[src/rtl/traffic_pkg.sv]
// Shared definitions for the intersection controller: phase encodings, lamp patterns,
// duration limits, fallback durations and the duration validity check.
package traffic_pkg;

    typedef enum logic [2:0] {
        IDLE  = 3'd0,
        G1R2  = 3'd1,
        Y1R2  = 3'd2,
        R1G2  = 3'd3,
        R1Y2  = 3'd4,
        FLASH = 3'd5
    } phase_t;

    // Lamp bundles are one-hot {R,Y,G}
    localparam logic [2:0] LAMP_OFF = 3'b000;
    localparam logic [2:0] LAMP_R   = 3'b100;
    localparam logic [2:0] LAMP_Y   = 3'b010;
    localparam logic [2:0] LAMP_G   = 3'b001;

    localparam logic [6:0] MAX_TIME = 7'd99;
    localparam logic [6:0] MIN_TIME = 7'd1;

    localparam logic [6:0] DEFAULT_GREEN  = 7'd25;
    localparam logic [6:0] DEFAULT_YELLOW = 7'd5;
    localparam logic [6:0] DEFAULT_RED    = 7'd30;

    // Sum is taken at 8 bits so two large 7-bit durations cannot wrap into a false match
    function automatic logic times_valid(input logic [6:0] g, input logic [6:0] y,
                                         input logic [6:0] r);
        logic [7:0] sum;
        sum = {1'b0, g} + {1'b0, y};
        return (sum == {1'b0, r}) && (g >= MIN_TIME) && (y >= MIN_TIME) && (r <= MAX_TIME);
    endfunction

endpackage

[src/rtl/phase_timer.sv]
// Per-lane seconds-remaining counter: loadable, decrements on tick, flags the last second.
module phase_timer (
    input  logic       clk,
    input  logic       reset,
    input  logic       load,
    input  logic [6:0] load_value,
    input  logic       tick,
    output logic [6:0] count,
    output logic       is_one
);

    always_ff @(posedge clk) begin
        if (reset) begin
            count <= 7'd0;
        end else if (load) begin
            count <= load_value;
        end else if (tick && (count != 7'd0)) begin
            count <= count - 7'd1;
        end
    end

    assign is_one = (count == 7'd1);

endmodule

[src/rtl/normal_mode.sv]
// Four-phase two-lane traffic-light sequencer driven by a 1 Hz tick.
// Build option FLASH_ON_INVALID_EN: invalid durations enter a flashing-yellow hold instead of using defaults.
module normal_mode
    import traffic_pkg::*;
#(
    parameter logic [6:0] DEF_GREEN  = DEFAULT_GREEN,
    parameter logic [6:0] DEF_YELLOW = DEFAULT_YELLOW,
    parameter logic [6:0] DEF_RED    = DEFAULT_RED
) (
    input  logic       clk,
    input  logic       reset,
    input  logic       enable,
    input  logic       tick,
    input  logic [6:0] greenTime,
    input  logic [6:0] yellowTime,
    input  logic [6:0] redTime,
    output logic [2:0] light1,
    output logic [2:0] light2,
    output logic [6:0] timeLane1,
    output logic [6:0] timeLane2,
    output logic [2:0] state
);

    phase_t     cur_state, next_state;
    logic [6:0] g_l, y_l, r_l;
    logic [6:0] cand_g, cand_y, cand_r;
    logic       in_valid;
    logic       lit, next_lit;
    logic       start_cycle, latch;
    logic       load1, load2, dec1, dec2;
    logic [6:0] val1, val2;
    logic       t1_one, t2_one;
    logic [2:0] next_l1, next_l2;

    assign in_valid = times_valid(greenTime, yellowTime, redTime);
    assign cand_g   = in_valid ? greenTime  : DEF_GREEN;
    assign cand_y   = in_valid ? yellowTime : DEF_YELLOW;
    assign cand_r   = in_valid ? redTime    : DEF_RED;

    phase_timer u_lane1 (
        .clk        (clk),
        .reset      (reset),
        .load       (load1),
        .load_value (val1),
        .tick       (dec1),
        .count      (timeLane1),
        .is_one     (t1_one)
    );

    phase_timer u_lane2 (
        .clk        (clk),
        .reset      (reset),
        .load       (load2),
        .load_value (val2),
        .tick       (dec2),
        .count      (timeLane2),
        .is_one     (t2_one)
    );

    // The red counter always reaches 1 together with the opposing yellow, so only the
    // running green/yellow lane decides each phase change.
    always_comb begin
        next_state  = cur_state;
        next_lit    = lit;
        start_cycle = 1'b0;
        latch       = 1'b0;
        load1       = 1'b0;
        load2       = 1'b0;
        val1        = 7'd0;
        val2        = 7'd0;
        dec1        = 1'b0;
        dec2        = 1'b0;
        if (!enable) begin
            next_state = IDLE;
            load1      = 1'b1;
            load2      = 1'b1;
        end else begin
            case (cur_state)
                IDLE: start_cycle = 1'b1;
                G1R2: if (tick) begin
                    if (t1_one) begin
                        next_state = Y1R2;
                        load1      = 1'b1;
                        val1       = y_l;
                    end else begin
                        dec1 = 1'b1;
                    end
                    dec2 = 1'b1;
                end
                Y1R2: if (tick) begin
                    if (t1_one) begin
                        next_state = R1G2;
                        load1      = 1'b1;
                        val1       = r_l;
                        load2      = 1'b1;
                        val2       = g_l;
                    end else begin
                        dec1 = 1'b1;
                        dec2 = 1'b1;
                    end
                end
                R1G2: if (tick) begin
                    if (t2_one) begin
                        next_state = R1Y2;
                        load2      = 1'b1;
                        val2       = y_l;
                    end else begin
                        dec2 = 1'b1;
                    end
                    dec1 = 1'b1;
                end
                R1Y2: if (tick) begin
                    if (t2_one) begin
                        start_cycle = 1'b1;
                    end else begin
                        dec1 = 1'b1;
                        dec2 = 1'b1;
                    end
                end
`ifdef FLASH_ON_INVALID_EN
                FLASH: if (tick) begin
                    if (in_valid) start_cycle = 1'b1;
                    else          next_lit    = ~lit;
                end
`endif
                default: begin
                    next_state = IDLE;
                    load1      = 1'b1;
                    load2      = 1'b1;
                end
            endcase

            if (start_cycle) begin
`ifdef FLASH_ON_INVALID_EN
                if (in_valid) begin
                    next_state = G1R2;
                    latch      = 1'b1;
                    load1      = 1'b1;
                    val1       = cand_g;
                    load2      = 1'b1;
                    val2       = cand_r;
                end else begin
                    next_state = FLASH;
                    next_lit   = 1'b1;
                    load1      = 1'b1;
                    load2      = 1'b1;
                end
`else
                next_state = G1R2;
                latch      = 1'b1;
                load1      = 1'b1;
                val1       = cand_g;
                load2      = 1'b1;
                val2       = cand_r;
`endif
            end
        end
    end

    always_comb begin
        next_l1 = LAMP_OFF;
        next_l2 = LAMP_OFF;
        case (next_state)
            G1R2:  begin next_l1 = LAMP_G; next_l2 = LAMP_R; end
            Y1R2:  begin next_l1 = LAMP_Y; next_l2 = LAMP_R; end
            R1G2:  begin next_l1 = LAMP_R; next_l2 = LAMP_G; end
            R1Y2:  begin next_l1 = LAMP_R; next_l2 = LAMP_Y; end
            FLASH: if (next_lit) begin next_l1 = LAMP_Y; next_l2 = LAMP_Y; end
            default: ;
        endcase
    end

    always_ff @(posedge clk) begin
        if (reset) begin
            cur_state <= IDLE;
            lit       <= 1'b0;
            g_l       <= 7'd0;
            y_l       <= 7'd0;
            r_l       <= 7'd0;
            light1    <= LAMP_OFF;
            light2    <= LAMP_OFF;
        end else begin
            cur_state <= next_state;
            lit       <= next_lit;
            light1    <= next_l1;
            light2    <= next_l2;
            if (latch) begin
                g_l <= cand_g;
                y_l <= cand_y;
                r_l <= cand_r;
            end
        end
    end

    assign state = cur_state;

endmodule
[config.mk]
export PLATFORM = sky130hd
export DESIGN_NAME = normal_mode
export DESIGN_NICKNAME = d
export VERILOG_FILES = /design/src/rtl/traffic_pkg.sv /design/src/rtl/phase_timer.sv /design/src/rtl/normal_mode.sv
export SDC_FILE = /design/constraint.sdc
export NUM_CORES = 1
export LEC_CHECK = 0
export BUFFER_PORTS_ARGS = -buffer_cell sky130_fd_sc_hd__buf_4
export CAP_MARGIN = 20
export CORE_UTILIZATION = 40
export DETAILED_ROUTE_END_ITERATION = 10
export HOLD_SLACK_MARGIN = 0.05
export PLACE_DENSITY = 0.71
export SLEW_MARGIN = 20
export SYNTH_ARGS = -nofsm -noshare
export SYNTH_HDL_FRONTEND = slang
export SYNTH_SLANG_ARGS = --single-unit
[constraint.sdc]
create_clock -name clk -period 3 [get_ports clk]
set_input_delay 0.3 -clock clk [delete_from_list [all_inputs] [get_ports clk]]
set_output_delay 0.3 -clock clk [all_outputs]
set_load 0.02 [all_outputs]
==> impl_metrics.yaml <==
cts:
  hold_buffers: 0
  post_cts.repair.setup_buffers: 0
  cts_resized: 0
  cts_tree: "yes"
  clock_latency_ps: 310
  cts.path.max_buffers: 2
  cts_root_buf: "clkbuf_8"
  path_clk_slew_ps: 90
  htree_num_levels: 2
  clkSinkCount: 44
  cts_made_buffers: 5
placement:
  port_buffers: 47
  pre_cts_slack_ps: 60.0
  gp_congestion: 0.880
  dp_hpwl_mm: 6.41
synth:
  yosys_warnings: 0
  synth_area_um2: 2990
  synth_ff_type: "dfxtp_1"
  synth-xor-area-share_pct: 4.98
  async_flop_share_pct: 0
  synth_cell_types: 71
  seq_area_frac_synth_pct: 29.4
  synthCells: 361
  synth_edf_count: 0
  synthMuxAreaShare_pct: 0.669
  syn_nets: 400
  synthSimpleGateAreaFrac_pct: 24.2
  synth_compound_area_share_pct: 30.0
  ys_ff_latch: 44
  syn_area_per_cell_um2: 8.29
  synth_fa_ha_area_share_pct: 6.11
  synth_top_family_by_area: "compound AO/OA/AOI/OAI gates"
die:
  num_io_pins: 48
  die_width_um: 88.5
  core_region_area_um2: 7250
  start_util_pct: 41.2
  die_area_um2: 7830
  rows: 31
  die_h_um: 88.5
global_routing:
  grt-ovfl-total: 0
  grt_pass1_vias: 2801
  grt_pass1_wl_mm: 13.6
  grt_antenna_before_repair: 0
  grtUsageTotal_pct: 22.4
  grt_max_degree: 41
drt:
  drt_drc_violations_left: 0
  routedWlPerCell_um: 16.6
  wirelength_mm: 8.36
  viasPerCell: 6.00
  drtIter0Drc: 233
  drt.antenna.violating_nets: 0
  dr.pass1.iters: 8
  vias: 3020
sta:
  finalMaxSlewViolations: 0
  min_period_ps: 2640
  setup_viol: 0
  worst_pin_slew_ps: 668
  rsz0062_at_grt: "no"
  fin_ws_ps: 362
  min_period_over_period_pct: 87.9
  finalSetupTns_ps: 0
  fmax_ghz: 0.379
  max_slew_margin_pct: 55.5
  hold_violations: 0
  skew_ps: 9.27
power:
  leakagePower_nw: 1.33
  p_per_area_nw_per_um2: 400
  ir_worst_vdd_mv: 0.206
worst_setup_path:
  path_class: "in -> reg"
  crit_fanout: 11
  cp-start-kind: "primary input"
  reg2reg_slack_ps: 410
  cp.required_ps: 3210
  cp-end-kind: "flip-flop"
  crit_arrival_ps: 2850
finish:
  layout_commonest_cell: "buf_4"
  nFillCells: 733
  final_util_pct: 48.8
  layout_common_cells: "buf_4 (56), dfxtp_1 (44), a21oi_1 (35)"
  antennaDiodeCount: 0
  nets: 442
  layout-drive-gt1-share_pct: 19.6
  synthToLayoutAreaGrowth_pct: 18.2
outcome:
  status: "finished clean"
min_path:
  worstHoldPathType: "in -> reg"
flow_run:
  cap_violations: 0
[where the power goes]
part           total (mW)  switching [mW]  internal [mW]
Clock               0.414           0.228          0.187
Sequential          0.637          0.0303          0.606
Combinational       0.364           0.208          0.155
Total                1.42           0.466          0.949
[cell families (layout without fill, tap and decap cells)]
group,count (synthesis),after routing
xor+xnor,17,17
simple gates,128,128
buf+inv,32,75
compound gates,124,124
mux,2,2
fa+ha+maj,14,14
flops,44,44
[layout make-up]
type / instances / area [um2] / share of cell area, %
clock buffers: 6 / 82.6 / 2.33
well taps: 99 / 124 / 3.50
multi-input cells: 285 / 1970 / 55.8
repair buffers: 56 / 420 / 11.9
flip-flops and latches: 44 / 881 / 24.9
inverters: 11 / 41.3 / 1.17
clock inverters: 2 / 15.0 / 0.424
[per-layer routing]
layer | global-route usage [%] | routed length (um) | up-vias
met3 | 3.45 | 458 | 13
met5 | 0 | 0 | -
met4 | 8.06 | 168 | 0
li1 | - | - | 1460
met2 | 37.0 | 3900 | 104
met1 | 29.6 | 3830 | 1443
[state kept, by name (all words and copies together), names as in the netlist]
register and count:
light1 3, u_lane2.count 7, r_l 7, g_l 7, light2 3, state 3, u_lane1.count 7, y_l 7
[final timing paths]
kind,startpoint,cells past startpoint,endpoint
setup / recovery,greenTime[0],9,u_lane2.count[0]$_SDFFE_PP0P_
hold / removal,yellowTime[5],3,y_l[5]$_SDFFE_PP0P_
setup reg to reg,u_lane2.count[2]$_SDFFE_PP0P_,7,u_lane2.count[0]$_SDFFE_PP0P_
hold reg to reg,r_l[0]$_SDFFE_PP0P_,2,r_l[0]$_SDFFE_PP0P_
[synth_stat cells, types with 3 or more instances]
library cell   n  share of area [%]
o21a_1         3               0.75
a211oi_1       4                1.0
nor2_1        26                3.3
o311ai_1       3               0.88
nor4_1         4               0.84
nor3_1        11                1.8
a21oi_1       35                5.9
o21ai_0        9                1.5
xnor2_1       11                3.2
and4_1         4                1.2
and2_1         3               0.63
buf_2          4               0.67
xor2_1         6                1.8
o31ai_1        7                1.8
a21o_1         4                1.0
nor2b_1        8                1.7
a22o_1         3               0.88
inv_1         11                1.4
ha_1          13                5.4
a22oi_1       12                3.0
nand4_1       14                2.9
a41oi_1        4                1.2
dfxtp_1       44                 29
nand3_1        7                1.2
nand3b_1       4                1.0
clkbuf_1      12                1.5
a31oi_1        4               0.84
o21ai_1        6                1.0
and3_1         3               0.63
nand2_1       25                3.1
a311oi_1       5                1.5
[worst max-delay path, stage by stage]
cell and delay [ps]:
buf_4 120, ha_1 240, fa_1 450, xor2_1 170, nor3_1 150, nor4bb_1 370
and4_1 480, nand4_1 230, a311oi_1 360
[stage by stage]
step / power [mW] / instance area (um2) / hold slack, ps / cells
6_report: 1.42 / 3540 / 269 / 503
5_1_grt: 1.48 / 3540 / 288 / 503
4_1_cts: 1.41 / 3540 / 268 / 503
3_5_place_dp: 1.01 / 3440 / 448 / 495
3_3_place_gp: 1.01 / 3440 / 442 / 495
2_1_floorplan: 0.877 / 2990 / 432 / 361
Note: power is estimated with default switching activity, not from simulation.
